File: src/rtl/icdf_lane_arb_if.sv
// icdf_lane_arb_if: request, issue, return and status signals of icdf_lane_arb.
// ICDF_LANE_ARB_STATS_EN adds the issue_cnt and credit_stall_cnt statistics signals.
interface icdf_lane_arb_if #(
    parameter int N_LANES = 4,
    parameter int WIDTH   = 32
);
    logic [N_LANES-1:0]       req_valid;
    logic [N_LANES-1:0]       req_ready;
    logic [N_LANES*WIDTH-1:0] req_u;
    logic                     icdf_valid;
    logic                     icdf_ready;
    logic [WIDTH-1:0]         icdf_u;
    logic                     icdf_z_valid;
    logic                     icdf_z_ready;
    logic [WIDTH-1:0]         icdf_z;
    logic [N_LANES-1:0]       rsp_valid;
    logic [N_LANES-1:0]       rsp_ready;
    logic [N_LANES*WIDTH-1:0] rsp_z;
    logic                     tag_err;
`ifdef ICDF_LANE_ARB_STATS_EN
    logic [N_LANES*32-1:0]    issue_cnt;
    logic [31:0]              credit_stall_cnt;
    modport slave (
        input  req_valid, req_u, icdf_ready, icdf_z_valid, icdf_z, rsp_ready,
        output req_ready, icdf_valid, icdf_u, icdf_z_ready, rsp_valid, rsp_z, tag_err,
        output issue_cnt, credit_stall_cnt
    );
    modport master (
        output req_valid, req_u, icdf_ready, icdf_z_valid, icdf_z, rsp_ready,
        input  req_ready, icdf_valid, icdf_u, icdf_z_ready, rsp_valid, rsp_z, tag_err,
        input  issue_cnt, credit_stall_cnt
    );
`else
    modport slave (
        input  req_valid, req_u, icdf_ready, icdf_z_valid, icdf_z, rsp_ready,
        output req_ready, icdf_valid, icdf_u, icdf_z_ready, rsp_valid, rsp_z, tag_err
    );
    modport master (
        output req_valid, req_u, icdf_ready, icdf_z_valid, icdf_z, rsp_ready,
        input  req_ready, icdf_valid, icdf_u, icdf_z_ready, rsp_valid, rsp_z, tag_err
    );
`endif
endinterface

File: src/rtl/icdf_lane_arb.sv
// icdf_lane_arb: round-robin arbiter sharing one in-order inverseCDF pipeline among N_LANES lanes,
// credit-limited, with a lane-tag FIFO routing z-scores back. ICDF_LANE_ARB_STATS_EN adds counters.
module icdf_lane_arb #(
    parameter int N_LANES      = 4,
    parameter int WIDTH        = 32,
    parameter int MAX_INFLIGHT = 16
) (
    input logic            clk,
    input logic            rst,
    icdf_lane_arb_if.slave bus
);
    localparam int TW = $clog2(N_LANES);
    localparam int PW = $clog2(MAX_INFLIGHT);
    localparam int CW = $clog2(MAX_INFLIGHT + 1);
    logic [TW-1:0] last, gnt, tag, head;
    logic [CW-1:0] credits;
    logic [TW-1:0] fifo [MAX_INFLIGHT];
    logic [PW:0]   wr_ptr, rd_ptr;
    logic          found, can_load, load, push, pop, empty;
    always_comb begin
        gnt = last;
        found = 1'b0;
        for (int k = 1; k <= N_LANES; k++) begin
            if (!found && bus.req_valid[(int'(last) + k) % N_LANES]) begin
                gnt = TW'((int'(last) + k) % N_LANES);
                found = 1'b1;
            end
        end
    end
    assign can_load         = (!bus.icdf_valid || bus.icdf_ready) && credits != CW'(MAX_INFLIGHT);
    assign load             = found && can_load;
    assign bus.req_ready    = load ? N_LANES'(1) << gnt : '0;
    assign push             = bus.icdf_valid && bus.icdf_ready;
    assign empty            = wr_ptr == rd_ptr;
    assign head             = fifo[rd_ptr[PW-1:0]];
    // An orphan z-score with no tag is swallowed so the pipeline cannot deadlock.
    assign bus.icdf_z_ready = empty || bus.rsp_ready[head];
    assign bus.rsp_valid    = (!empty && bus.icdf_z_valid) ? N_LANES'(1) << head : '0;
    assign bus.rsp_z        = {N_LANES{bus.icdf_z}};
    assign pop              = !empty && bus.icdf_z_valid && bus.rsp_ready[head];
    always_ff @(posedge clk or posedge rst) begin
        if (rst) begin
            last           <= TW'(N_LANES - 1);
            bus.icdf_valid <= 1'b0;
            bus.icdf_u     <= '0;
            tag            <= '0;
            credits        <= '0;
            wr_ptr         <= '0;
            rd_ptr         <= '0;
            bus.tag_err    <= 1'b0;
        end else begin
            if (load) begin
                last           <= gnt;
                bus.icdf_valid <= 1'b1;
                bus.icdf_u     <= bus.req_u[int'(gnt)*WIDTH +: WIDTH];
                tag            <= gnt;
            end else if (bus.icdf_ready) begin
                bus.icdf_valid <= 1'b0;
            end
            if (push) wr_ptr <= wr_ptr + (PW+1)'(1);
            if (pop) rd_ptr <= rd_ptr + (PW+1)'(1);
            credits <= credits + CW'(load) - CW'(pop);
            if (bus.icdf_z_valid && empty) bus.tag_err <= 1'b1;
        end
    end
    always_ff @(posedge clk) begin
        if (push) fifo[wr_ptr[PW-1:0]] <= tag;
    end
`ifdef ICDF_LANE_ARB_STATS_EN
    always_ff @(posedge clk or posedge rst) begin
        if (rst) begin
            bus.issue_cnt        <= '0;
            bus.credit_stall_cnt <= '0;
        end else begin
            if (load) bus.issue_cnt[int'(gnt)*32 +: 32] <= bus.issue_cnt[int'(gnt)*32 +: 32] + 32'd1;
            if (|bus.req_valid && credits == CW'(MAX_INFLIGHT))
                bus.credit_stall_cnt <= bus.credit_stall_cnt + 32'd1;
        end
    end
`endif
endmodule

File: src/flat_wrapper.sv
// flat-port wrapper written by rule: the top's interface ports become plain ports
module icdf_lane_arb_flat 
#(
    parameter int N_LANES      = 4,
    parameter int WIDTH        = 32,
    parameter int MAX_INFLIGHT = 16
)
  (clk, rst, bus_req_valid, bus_req_u, bus_icdf_ready, bus_icdf_z_valid, bus_icdf_z, bus_rsp_ready, bus_req_ready, bus_icdf_valid, bus_icdf_u, bus_icdf_z_ready, bus_rsp_valid, bus_rsp_z, bus_tag_err);
  icdf_lane_arb_if #(.N_LANES(N_LANES), .WIDTH(WIDTH)) bus_i ();
  input logic clk;
  input logic rst;
  input wire logic [$bits(bus_i.req_valid)-1:0] bus_req_valid;
  input wire logic [$bits(bus_i.req_u)-1:0] bus_req_u;
  input wire logic [$bits(bus_i.icdf_ready)-1:0] bus_icdf_ready;
  input wire logic [$bits(bus_i.icdf_z_valid)-1:0] bus_icdf_z_valid;
  input wire logic [$bits(bus_i.icdf_z)-1:0] bus_icdf_z;
  input wire logic [$bits(bus_i.rsp_ready)-1:0] bus_rsp_ready;
  output wire logic [$bits(bus_i.req_ready)-1:0] bus_req_ready;
  output wire logic [$bits(bus_i.icdf_valid)-1:0] bus_icdf_valid;
  output wire logic [$bits(bus_i.icdf_u)-1:0] bus_icdf_u;
  output wire logic [$bits(bus_i.icdf_z_ready)-1:0] bus_icdf_z_ready;
  output wire logic [$bits(bus_i.rsp_valid)-1:0] bus_rsp_valid;
  output wire logic [$bits(bus_i.rsp_z)-1:0] bus_rsp_z;
  output wire logic [$bits(bus_i.tag_err)-1:0] bus_tag_err;
  assign bus_i.req_valid = bus_req_valid;
  assign bus_i.req_u = bus_req_u;
  assign bus_i.icdf_ready = bus_icdf_ready;
  assign bus_i.icdf_z_valid = bus_icdf_z_valid;
  assign bus_i.icdf_z = bus_icdf_z;
  assign bus_i.rsp_ready = bus_rsp_ready;
  assign bus_req_ready = bus_i.req_ready;
  assign bus_icdf_valid = bus_i.icdf_valid;
  assign bus_icdf_u = bus_i.icdf_u;
  assign bus_icdf_z_ready = bus_i.icdf_z_ready;
  assign bus_rsp_valid = bus_i.rsp_valid;
  assign bus_rsp_z = bus_i.rsp_z;
  assign bus_tag_err = bus_i.tag_err;
  icdf_lane_arb #(.N_LANES(N_LANES), .WIDTH(WIDTH), .MAX_INFLIGHT(MAX_INFLIGHT)) u_core (.clk(clk), .rst(rst), .bus(bus_i));
endmodule
File: config.mk
export PLATFORM = sky130hd
export DESIGN_NAME = icdf_lane_arb_flat
export DESIGN_NICKNAME = d
export VERILOG_FILES = /design/src/rtl/icdf_lane_arb_if.sv /design/src/rtl/icdf_lane_arb.sv /design/src/flat_wrapper.sv
export SDC_FILE = /design/constraint.sdc
export NUM_CORES = 1
export LEC_CHECK = 0
export CAP_MARGIN = 20
export CORE_MARGIN = 8
export CORE_UTILIZATION = 34
export DETAILED_ROUTE_END_ITERATION = 6
export PLACE_DENSITY = 0.78
export SLEW_MARGIN = 20
export SYNTH_ARGS = -nofsm -noshare
export SYNTH_HDL_FRONTEND = slang
export SYNTH_SLANG_ARGS = --single-unit
export TNS_END_PERCENT = 100
File: constraint.sdc
create_clock -name clk -period 3.25 [get_ports clk]
set_input_delay 0.4875 -clock clk [delete_from_list [all_inputs] [get_ports clk]]
set_output_delay 0.4875 -clock clk [all_outputs]
set_load 0.03 [all_outputs]
### Word-level counts from Yosys, hierarchy flattened

Memory sizes are Yosys's and may differ from the RTL's.
Index checks and enable logic that the tools add are counted.

| cells by class | value |
|---|---|
| div/mod/pow operators | 0 |
| add/subtract/negate cells | 8 |
| bitwise operators | 4 |
| order comparisons | 5 |
| multipliers | 0 |
| shift-type cells | 3 |
| equal/unequal tests | 2 |
| muxes and demuxes | 28 |
| reduce and logical (&&, ||, !) cells | 21 |

Operators with widths:

| kind | number |
|---|---|
| variable part select 128 x 8 -> 32 bit | 1 |
| two-way mux 1 bit | 17 |
| < comparator 3 x 4 -> 1 bit, second input constant | 4 |
| adder 5 x 1 -> 5 bit, second input constant | 2 |
| binary-select mux 1 bit (select 2 bit) | 5 |
| logical AND 1 bit | 9 |
| two-way mux 2 bit | 4 |
| two-way mux 4 bit | 2 |
| OR reduction 2 bit | 4 |
| left shift 1 x 2 -> 4 bit, first input constant | 2 |
| adder 5 x 1 -> 5 bit | 1 |
| equality test 5 bit | 1 |
| logical NOT 1 bit | 5 |
| != test 5 bit, second input constant | 1 |
| subtractor 5 x 1 -> 5 bit | 1 |
| adder 2 x 1 -> 2 bit, second input constant | 2 |
| adder 2 bit, second input constant | 2 |
| bitwise AND 1 bit, first input constant | 4 |
| < comparator 2 x 3 -> 1 bit, second input constant | 1 |
| logical OR 1 bit | 2 |
| nonzero test 2 bit | 1 |

| word-level totals | value |
|---|---|
| RAM bits | 32 |
| memories | 1 |
| bits in latches | 0 |
| flip-flop bits (word level) | 53 |
| bits in read-only memories | 0 |
| output and inout port bits | 171 |
| logic and storage cells | 80 |
| input bits | 172 |

Memory list:

| memory | words | width | rd ports | clocked after Yosys merged registers in | write ports | line | RTL |
|---|---|---|---|---|---|---|---|
| u_core.fifo | 16 | 2 | 1 | 0 | 1 | icdf_lane_arb.sv:17 | `logic [TW-1:0] fifo [MAX_INFLIGHT];` |

### Longest topological paths before layout

Gate-level depths: netlist of run 1.

| logic depth | value |
|---|---|
| depth in word-level cells | 19 |
| mapped depth | 16 |
| mapped depth without buffers | 14 |

### Worst setup path after synthesis of run 1

No wires, ideal clock.

| timing | value |
|---|---|
| path kind | flip-flop to flip-flop |
| start | register u_core.rd_ptr[0] |
| end | register u_core.credits[4] |
| buffers on the path | 1 |
| cell stages (with the launch flop) | 16 |
| data required time | 3.127 ns |
| library setup time | 0.123 ns |
| path slack | -0.110 ns |
| arrival | 3.237 ns |
| clock period less this slack | 3.360 ns |
| path through | dfrtp_1 -> buf_6 -> mux4_2 -> mux4_2 -> mux2i_1 -> mux2i_2 -> nand2_2 -> inv_1 -> ha_1 -> inv_1 -> ha_1 -> fa_1 -> a21oi_1 -> nor2_1 -> nor2_1 -> xnor2_1 |

| between the ends | value |
|---|---|
| word-level cells in the longest chain between the ends | 5 |
| elaborated cells between the ends (all ways) | 8 |
| those cells by class | 1 x add/sub; 1 x eq/ne; 2 x mux; 3 x reduce/logical; 1 x memory |

Ends and longest elaborated chain:

| element | line | RTL |
|---|---|---|
| start, declared | icdf_lane_arb.sv:18 | `logic [PW:0] wr_ptr, rd_ptr;` |
| start signal, assigned | icdf_lane_arb.sv:61 | `if (pop) rd_ptr <= rd_ptr + (PW+1)'(1);` |
| memory read (16 x 2 bit) or equality test 5 bit (tied branches) | -- |  |
| binary-select mux 1 bit (select 2 bit) or logical NOT 1 bit (tied branches) | icdf_lane_arb.sv:40 | `assign pop = !empty && bus.icdf_z_valid && bus.rsp_ready[head];` |
| two-way mux 1 bit (not written as such) or logical AND 1 bit (tied branches) | icdf_lane_arb.sv:40 |  |
| logical AND 1 bit (*) | icdf_lane_arb.sv:40 |  |
| via u_core.pop | icdf_lane_arb.sv:19 | `logic found, can_load, load, push, pop, empty;` |
| subtractor 5 x 1 -> 5 bit (*) | icdf_lane_arb.sv:62 | `credits <= credits + CW'(load) - CW'(pop);` |
| end signal, assigned | icdf_lane_arb.sv:62 |  |
| end, declared | icdf_lane_arb.sv:16 | `logic [CW-1:0] credits;` |

The timed path passes the listed nets; every way through them passes the cells marked *. The select of a mux whose other input is x is not followed.
A chain may end at the register's enable or synchronous reset.

### Worst setup path after layout of run 1

Same ends and word-level chain as after synthesis.

==> flow_metrics.tcl, run 1 <==
set metrics [dict create \
    fmax_mhz 297.6 \
    ant_nets 0 \
    globalplace.congestion 0.8346 \
    grt_pass1_vias 4249 \
    drtIter0Drc 144 \
    synth_edf_count 32 \
    antenna_found_initial 0 \
    slowest_delay_ns 0.55 \
    grt_first_pass_wirelength_um 24520 \
    synth_warnings 0 \
    nets 753 \
    min_period_ns 3.360 \
    final_util 0.4490 \
    die_area_sq_um 20580 \
    hold_path_class "reg -> reg" \
    root_buffer "clkbuf_16" \
    worstSetupEndpoint "u_core.credits[4]" \
    cts.sinks 85 \
    crit_type "reg -> reg" \
    rows 46 \
    power_density_nw_per_um2 951.0 \
    peakVddDrop_v 0.0005603 \
    dr.pass1.iters 4 \
    p_total_uw 6783 \
    cts_max_level 3 \
    synth_fp_nets 688 \
    finalCritPeriodShare 1.034 \
    initial_core_util 0.3477 \
    violations "setup timing" \
    critPathCaptureType "flip-flop" \
    ys_seq_elements 85 \
    synth_top_area_cell "dfrtp_1" \
    grt_overflow 0 \
    die_h_um 143.5 \
    wire_per_inst_um 21.16 \
    core_area_sq_um 15890 \
    synthesis.area_sq_um 5523 \
    dp.final_hpwl_um 13590 \
    hold_violations 0 \
    cts_tree "built" \
    io_pins 343 \
    layout_commonest_cell "clkdlybuf4s50_1" \
    max-clock-path-buffers 2 \
    required_ns 3.51 \
    async_flop_share 0.6235 \
    grt_start_max_net_pins 62 \
    synth-main-ff-cell "dfrtp_1" \
    crit_fanout 6 \
    track_usage 0.1573 \
    fin_ws_ns -0.1103 \
    syn_avg_cell_area_sq_um 10.96 \
    worstHoldPathCells 2 \
    yosys.area.top_type_share 0.2311 \
    timing.rr.end "u_core.credits[4]" \
    p_leak_uw 0.003018 \
    reg2reg_depth 14 \
    setup_viol 2 \
    max_slew_margin 0.5086 \
    wirelength_um 16740 \
    outcome "finished, violations left" \
    r2r-start "u_core.rd_ptr[0]" \
    port_buffers 182 \
    crit_slowest_cell "mux4_2" \
    areaGrowthSynthToFinish_pct 29.13 \
    worst_pin_slew_ns 0.7370 \
    skew_ns 0.008447 \
    crit_start "u_core.rd_ptr[0]" \
    drive_above_1_share 0.1272 \
    worstSetupStartpointType "flip-flop" \
    die_x_um 143.5 \
    synth-seq-area-share 0.4146 \
    syn_inst 504 \
    rsz0062_at_grt "yes" \
    synth.area.top_cells "dfrtp_1 23%, buf_4 18%, edfxtp_1 17%" \
    cp.arrival_ns 3.62 \
    drc 0 \
    timing.final.max_slew_violations 0 \
    post_synth_num_cell_types 42 \
    worstPathCellList "mux4_2 -> mux4_2 -> mux2i_2 -> mux2i_2 -> nand2_2 -> inv_2 -> ha_4 -> inv_2 -> ha_4 -> fa_2 -> a21oi_2 -> nor2_1 -> nor2_1 -> xnor2_1" \
    numCtsBuffers 9 \
    hold_buffers 0 \
    clkTransAtPathRegs_ns 0.07 \
    ff2ff_setup_slack_ns -0.11 \
    layout_common_cells "176 x clkdlybuf4s50_1, 68 x mux2i_1, 50 x dfrtp_1" \
    vias 3870 \
    worstSkewPairLatency_ns 0.34 \
    viasPerCell 4.893 \
    maxCapViolCount 0 \
]
[worst max-delay path: cells and delay by family (launching register included)]
kind,cells,cell delay [ns]
AO/OA/AOI/OAI,1,0.14
XOR/XNOR,1,0.14
adder cells (fa/ha/maj),3,0.75
buffers and inverters,2,0.10
flip-flops,1,0.46
multiplexers,4,1.42
AND/OR/NAND/NOR,3,0.27
[stage by stage]
| step | setup TNS, ns | area [sq um] | hold slack, ns | setup WS, ns | cells |
|---|---|---|---|---|---|
| global placement | -0.2085 | 6706 | 0.4719 | -0.1542 | 767 |
| finish | -0.2029 | 7132 | 0.4893 | -0.1103 | 791 |
| floorplan | -0.03801 | 5532 | 0.4604 | -0.03801 | 504 |
| detailed placement | -0.4284 | 6706 | 0.4723 | -0.2868 | 767 |
| global route | -0.6148 | 7129 | 0.5136 | -0.2898 | 790 |
| CTS | -0.1917 | 7072 | 0.4921 | -0.1141 | 787 |
[logic make-up (layout without fill, tap and decap cells)]
family                   Yosys count  after routing  share of synthesized area
buffers and inverters            165            235                     0.2059
AND/OR/NAND/NOR                   97             97                    0.08451
flip-flops                        85             85                     0.4146
multiplexers                      83             83                     0.1749
AO/OA/AOI/OAI                     45             45                    0.06457
XOR/XNOR                          17             17                    0.02696
adder cells (fa/ha/maj)           12             12                    0.02855
other                              0              1                          0
[routing by layer]
layer  routed length, um  track usage  vias to the layer above
met5                   0            0                        -
met4                 224      0.04483                        0
met3                1684      0.06038                       19
met2                8844       0.2857                      252
met1                5985       0.1654                     1831
li1                    -            -                     1768
[synth_stat cells (3+ instances only)]
master	number
nor2b_1	3
nor2_1	12
and3_1	7
ha_1	11
dfrtp_1	51
mux2i_1	69
clkbuf_1	13
xor2_1	6
a21oi_1	6
xnor2_1	11
buf_2	4
nand2_1	42
o221ai_1	32
nand2b_1	6
and2_1	13
buf_1	3
inv_1	11
buf_4	130
edfxtp_1	32
nand3_1	6
mux4_2	7
[state kept, by name, indices dropped and copies added, names as in the netlist]
signal / count
u_core.fifo: 32
u_core.tag: 2
u_core.bus.icdf_u: 32
u_core.wr_ptr: 5
u_core.rd_ptr: 5
u_core.last: 2
u_core.credits: 5
u_core.bus.tag_err: 1
u_core.bus.icdf_valid: 1
[power by group]
part	switching, uW	internal (uW)
sequential	365	1560
combinational	1950	1840
clock	460	612
[worst min path at each step]
| stage | start | end | slack (ns) |
|---|---|---|---|
| floorplan | u_core.wr_ptr[4] | u_core.wr_ptr[4] | 0.46 |
| global placement | u_core.bus.icdf_u[19] | u_core.bus.icdf_u[19] | 0.47 |
| detailed placement | u_core.bus.icdf_u[21] | u_core.bus.icdf_u[21] | 0.47 |
| CTS | u_core.bus.icdf_u[21] | u_core.bus.icdf_u[21] | 0.49 |
| global route | u_core.rd_ptr[4] | u_core.rd_ptr[4] | 0.51 |
| finish | u_core.bus.icdf_u[21] | u_core.bus.icdf_u[21] | 0.49 |
[repair_timing]
item                       in CTS  in global routing
setup endpoints to repair       8                  8
pin swaps                       6                  4
buffers inserted                5                  4
resized for setup               7                  9
[final cells by class]
cell class	count	area [sq um]
antenna	1	2.502
clock buffer	10	229.0
clock inverter	6	76.32
fill	1460	8753
inverter	12	45.04
multi-input combinational	254	2177
sequential	85	2291
tap	216	270.3
timing repair buffer	207	2041
Power figures use the tool's default switching activity.
==> run 2, diff against run 1 <==
--- a/config.mk
+++ b/config.mk
@@ -6,10 +6,10 @@
 export NUM_CORES = 1
 export LEC_CHECK = 0
 export CAP_MARGIN = 20
-export CORE_MARGIN = 8
-export CORE_UTILIZATION = 34
+export CORE_AREA = 2 2 135 137
 export DETAILED_ROUTE_END_ITERATION = 6
-export PLACE_DENSITY = 0.78
+export DIE_AREA = 0 0 137 139
+export PLACE_DENSITY = 0.73
 export SLEW_MARGIN = 20
 export SYNTH_ARGS = -nofsm -noshare
 export SYNTH_HDL_FRONTEND = slang
==> run 2 against run 1 <==
Effect of this change:
- the run still ends with setup timing left
- combinational power down 5%
- global-route usage about the same
- register-to-register slack better by 0.04 ns
- sequential power about the same
- via count down 1.7%
- clock power down 7%
- utilization down 5.0 points
- critical path depth down 1
- final cell count up 0.51%
- critical endpoint is now u_core.credits[2]
- largest cell class unchanged
- largest power group unchanged
==> flow_metrics.tcl, run 2 (same netlist as run 1, synthesis figures left out) <==
set metrics [dict create \
    outcome "finished, violations left" \
    violations "setup timing" \
    ant_nets 0 \
    total_switching_power_uw 2705 \
    seq_area_sq_um 2292 \
    clkTransAtPathRegs_ns 0.07 \
    postLayoutCellArea_sq_um 7049 \
    crit_fanout 6 \
    rsz0062_at_grt "yes" \
    worstSkewPairLatency_ns 0.34 \
    dp.final_hpwl_um 11820 \
    worstPathCellList "mux4_2 -> mux4_2 -> mux2i_1 -> mux2i_2 -> nand2_2 -> inv_2 -> ha_4 -> inv_2 -> ha_4 -> fa_2 -> buf_4 -> buf_4 -> xor2_1" \
    cts_max_level 3 \
    worst_pin_slew_ns 0.7049 \
    max-clock-path-buffers 2 \
    multiInputGateArea_sq_um 2152 \
    timing.final.max_slew_violations 0 \
    max_slew_margin 0.5301 \
    cp.buffers_inverters 4 \
    drtIter0Drc 126 \
    numCtsBuffers 9 \
    initial_core_util 0.3128 \
    grt_pass1_vias 4180 \
    fin_ws_ns -0.07448 \
    core_area_sq_um 17660 \
    vias 3806 \
    maxCapViolCount 0 \
    die_x_um 137 \
    globalplace.congestion 0.8495 \
    track_usage 0.1577 \
    fin_tns_setup_ns -0.1326 \
    die_h_um 139 \
    rows 49 \
    placed_area_sq_um 6700 \
    finalNonFillerCells 795 \
    hold_violations 0 \
    layout_commonest_cell "clkdlybuf4s50_1" \
    comb_power_share 0.550 \
    insertedDiodeCount 0 \
    p_seq_frac 0.297 \
    required_ns 3.47 \
    hold_path_class "reg -> reg" \
    nets 745 \
    viasPerCell 4.787 \
    setup_viol 2 \
    io_pins 343 \
    areaGrowthSynthToFinish_pct 27.64 \
    slowest_delay_ns 0.54 \
    min_period_ns 3.324 \
    wirelength_um 14780 \
    cts_tree "built" \
    grt_overflow 0 \
    wire_per_inst_um 18.59 \
    cts.sinks 85 \
    crit_family "multiplexers" \
    cp.arrival_ns 3.54 \
    clkPwrFrac 0.153 \
    port_buffers 182 \
    worstSetupStartpointType "flip-flop" \
    holdWs_ns 0.4900 \
    layout_common_cells "175 x clkdlybuf4s50_1, 69 x mux2i_1, 49 x dfrtp_1" \
    fmax_mhz 300.8 \
    antenna_found_initial 0 \
    skew_ns 0.006431 \
    crit_slowest_cell "mux4_2" \
    drc 0 \
    power_density_nw_per_um2 926.8 \
    grt_start_max_net_pins 56 \
    crit_type "reg -> reg" \
    root_buffer "clkbuf_16" \
    peakVddDrop_v 0.0004351 \
    post-place-ws_ns -0.1702 \
    p_leak_uw 0.002974 \
    grt_first_pass_wirelength_um 22980 \
    die_area_sq_um 19040 \
    drive_above_1_share 0.1095 \
    netSwitchingFraction 0.4140 \
    p_int_uw 3829 \
    finalCritPeriodShare 1.023 \
    dp_cells 777 \
    nFillCells 1687 \
    critPathCaptureType "flip-flop" \
    dr.pass1.iters 5 \
]
## run 2: final cells by class
cell class	count	share of cell area
clock inverter	7	0.009762
timing repair buffer	199	0.2808
tap	229	0.04065
clock buffer	9	0.03195
multi-input combinational	254	0.3053
sequential	85	0.3252
inverter	12	0.006390
## run 2: worst reg2reg max path, stage by stage, from the launching register on
cell     delay [ns]
dfrtp_2        0.45
mux4_2         0.53
mux4_2         0.54
mux2i_1        0.20
mux2i_2        0.11
nand2_2        0.11
inv_2          0.05
ha_4           0.25
inv_2          0.04
ha_4           0.16
fa_2           0.36
buf_4          0.14
buf_4          0.12
xor2_1         0.14
## run 2: layer usage
layer / vias up / wire length [um] / track usage
li1: 1753 / - / -
met1: 1784 / 5477 / 0.1810
met2: 249 / 7503 / 0.2687
met3: 20 / 1435 / 0.05519
met4: 0 / 359 / 0.05751
met5: - / 0 / 0
## run 2: final timing paths
kind	startpoint	to	slack (ns)	depth (start not counted)
max in group asynchronous	rst	u_core.rd_ptr[0]	2.07	3
hold reg to reg	u_core.bus.icdf_u[18]	u_core.bus.icdf_u[18]	0.49	2
hold / removal	u_core.bus.icdf_u[18]	u_core.bus.icdf_u[18]	0.49	2
setup reg to reg	u_core.rd_ptr[0]	u_core.credits[2]	-0.07	13
setup / recovery	u_core.rd_ptr[0]	u_core.credits[2]	-0.07	13
min in group asynchronous	rst	u_core.bus.icdf_u[29]	0.64	3
## run 2: through the flow
step / power, uW / util
2_1_floorplan: 4451 / -
3_3_place_gp: 5401 / 0.3795
3_5_place_dp: 5504 / 0.3795
4_1_cts: 6567 / 0.3977
5_1_grt: 6969 / 0.3992
6_report: 6533 / 0.3992
## run 2: power by group through the flow
stage / clock network [uW] / registers [uW] / logic (uW)
after floorplan: 0 / 2200 / 2250
after CTS: 1030 / 1950 / 3600
after global routing: 1070 / 2000 / 3890
after detailed placement: 0 / 1950 / 3560
after global placement: 0 / 1930 / 3470
final: 1000 / 1940 / 3590
## run 2: repair_timing
action / CTS / global route
setup endpoints to repair: 6 / 8
gates resized for setup: 7 / 6
buffers inserted: 1 / 1
pin swaps: 6 / 5
hold buffers: 0 / 0
==> run 3, diff against run 2 <==
--- a/config.mk
+++ b/config.mk
@@ -5,11 +5,12 @@
 export SDC_FILE = /design/constraint.sdc
 export NUM_CORES = 1
 export LEC_CHECK = 0
-export CAP_MARGIN = 20
+export CAP_MARGIN = 40
 export CORE_AREA = 2 2 135 137
 export DETAILED_ROUTE_END_ITERATION = 6
 export DIE_AREA = 0 0 137 139
 export PLACE_DENSITY = 0.73
+export SETUP_SLACK_MARGIN = 0.05
 export SLEW_MARGIN = 20
 export SYNTH_ARGS = -nofsm -noshare
 export SYNTH_HDL_FRONTEND = slang
==> run 3 against run 2 <==
Effect of this change:
- sequential power about the same
- register-to-register slack about the same
- fmax up 0.11%
- largest power group unchanged
- the run still ends with setup timing left
- combinational power hardly changed
- clock skew is essentially flat
- clock power hardly changed
- die area unchanged
==> flow_metrics.tcl, run 3 (same netlist as run 1, synthesis figures left out) <==
set metrics [dict create \
    crit_slowest_cell "mux4_2" \
    dp.final_hpwl_um 11820 \
    hold_path_class "reg -> reg" \
    die_h_um 139 \
    outcome "finished, violations left" \
    dr.pass1.iters 4 \
    areaGrowthSynthToFinish_pct 27.78 \
    met1Wirelength_um 5515 \
    cts_max_level 3 \
    dr.max_layer_used "met4" \
    setup_viol 2 \
    layout_commonest_cell "clkdlybuf4s50_1" \
    fmax_mhz 301.1 \
    p_int_uw 3844 \
    wirelength_um 14780 \
    grt_first_pass_wirelength_um 22980 \
    finalNonFillerCells 796 \
    worstPathCellList "mux4_2 -> mux4_2 -> mux2i_1 -> mux2i_2 -> nand2_2 -> inv_2 -> ha_4 -> inv_2 -> ha_4 -> fa_2 -> buf_4 -> buf_4 -> xor2_1" \
    fin_tns_setup_ns -0.1256 \
    total_switching_power_uw 2704 \
    viasPerCell 4.771 \
    ant_nets 0 \
    insertedDiodeCount 0 \
    wire_per_inst_um 18.57 \
    nets 746 \
    die_x_um 137 \
    clkPwrFrac 0.152 \
    rsz0062_at_grt "yes" \
    worstSkewPairLatency_ns 0.34 \
    drtIter0Drc 129 \
    crit_fanout 6 \
    hold_violations 0 \
    drc 0 \
    p_seq_frac 0.297 \
    grt_overflow 0 \
    globalplace.congestion 0.8495 \
    grt_start_max_net_pins 56 \
    port_buffers 182 \
    fin_ws_ns -0.07098 \
    drive_above_1_share 0.1111 \
    track_usage 0.1577 \
    min_period_ns 3.321 \
    finalCritPeriodShare 1.022 \
    peakVddDrop_v 0.0004349 \
    numCtsBuffers 9 \
    p_leak_uw 0.002979 \
    dp_cells 777 \
    vias 3798 \
    rows 49 \
    required_ns 3.47 \
    root_buffer "clkbuf_16" \
    wl_met2_um 7510 \
    core_area_sq_um 17660 \
    maxCapViolCount 0 \
    met3_length_um 1395 \
    power_density_nw_per_um2 927.8 \
    violations "setup timing" \
    antenna_found_initial 0 \
    netSwitchingFraction 0.4129 \
    worstSetupStartpointType "flip-flop" \
    clkTransAtPathRegs_ns 0.06 \
    critPathCaptureType "flip-flop" \
    worst_pin_slew_ns 0.7056 \
    max-clock-path-buffers 2 \
    skew_ns 0.006302 \
    slowest_delay_ns 0.54 \
    timing.final.max_slew_violations 0 \
    cts_tree "built" \
    io_pins 343 \
    initial_core_util 0.3128 \
    crit_type "reg -> reg" \
    cts.sinks 85 \
    die_area_sq_um 19040 \
    layout_common_cells "175 x clkdlybuf4s50_1, 69 x mux2i_1, 49 x dfrtp_1" \
    grt_pass1_vias 4180 \
    comb_power_share 0.551 \
    max_slew_margin 0.5296 \
    cp.arrival_ns 3.54 \
    p_total_uw 6547 \
]
run 3: final cells by class:
cell class / count / area, sq um
Fill cell: 1687 / 10600
Clock inverter: 7 / 68.82
Tap cell: 229 / 286.5
Inverter: 12 / 45.04
Sequential cell: 85 / 2292
Multi-Input combinational cell: 254 / 2152
Timing Repair Buffer: 200 / 1987
Clock buffer: 9 / 225.2
run 3: repair_timing:
| item | CTS | global route |
|---|---|---|
| pin swaps | 6 | 5 |
| endpoints found under the setup margin | 8 | 8 |
| resized for setup | 8 | 5 |
| hold buffers | 0 | 0 |
| buffers inserted | 1 | 2 |
run 3: worst max-delay path: cells and delay by family, from the launching register on:
family	cells	cell delay, ns
xor gates and xnor gates	1	0.14
adders and majority gates	3	0.76
buffers and inverters	4	0.35
DFF	1	0.45
muxes	4	1.38
and+or+nand+nor	1	0.10
run 3: per-stage QoR:
stage	instance area [sq um]	util	hold WS [ns]	worst slack (ns)
after CTS	7024	0.3978	0.4927	-0.04320
after global routing	7057	0.3997	0.5103	-0.2263
final	7057	0.3997	0.4901	-0.07098
after detailed placement	6700	0.3795	0.4739	-0.1702
after floorplan	5532	-	0.4604	-0.03801
after global placement	6700	0.3795	0.4744	-0.1133
run 3: path summary, 6_finish.rpt:
check | start | to | slack, ns | cells past startpoint
max in group asynchronous | rst | u_core.rd_ptr[0] | 2.06 | 3
min | u_core.bus.icdf_u[18] | u_core.bus.icdf_u[18] | 0.49 | 2
min in group asynchronous | rst | u_core.bus.icdf_u[29] | 0.64 | 3
max reg2reg | u_core.rd_ptr[0] | u_core.credits[2] | -0.07 | 13
min reg2reg | u_core.bus.icdf_u[18] | u_core.bus.icdf_u[18] | 0.49 | 2
max | u_core.rd_ptr[0] | u_core.credits[2] | -0.07 | 13
run 3: power by group through the flow:
stage,Sequential [uW],Clock [uW],Combinational [uW]
2_1_floorplan,2200,0,2250
3_3_place_gp,1930,0,3470
3_5_place_dp,1950,0,3560
4_1_cts,1950,1030,3600
5_1_grt,2000,1070,3910
6_report,1940,996,3610
run 3: layer usage:
metal  up-vias  track usage
met5         -            0
met4         0      0.05751
met3        20      0.05519
met2       239       0.2687
met1      1786       0.1810
li1       1753            -
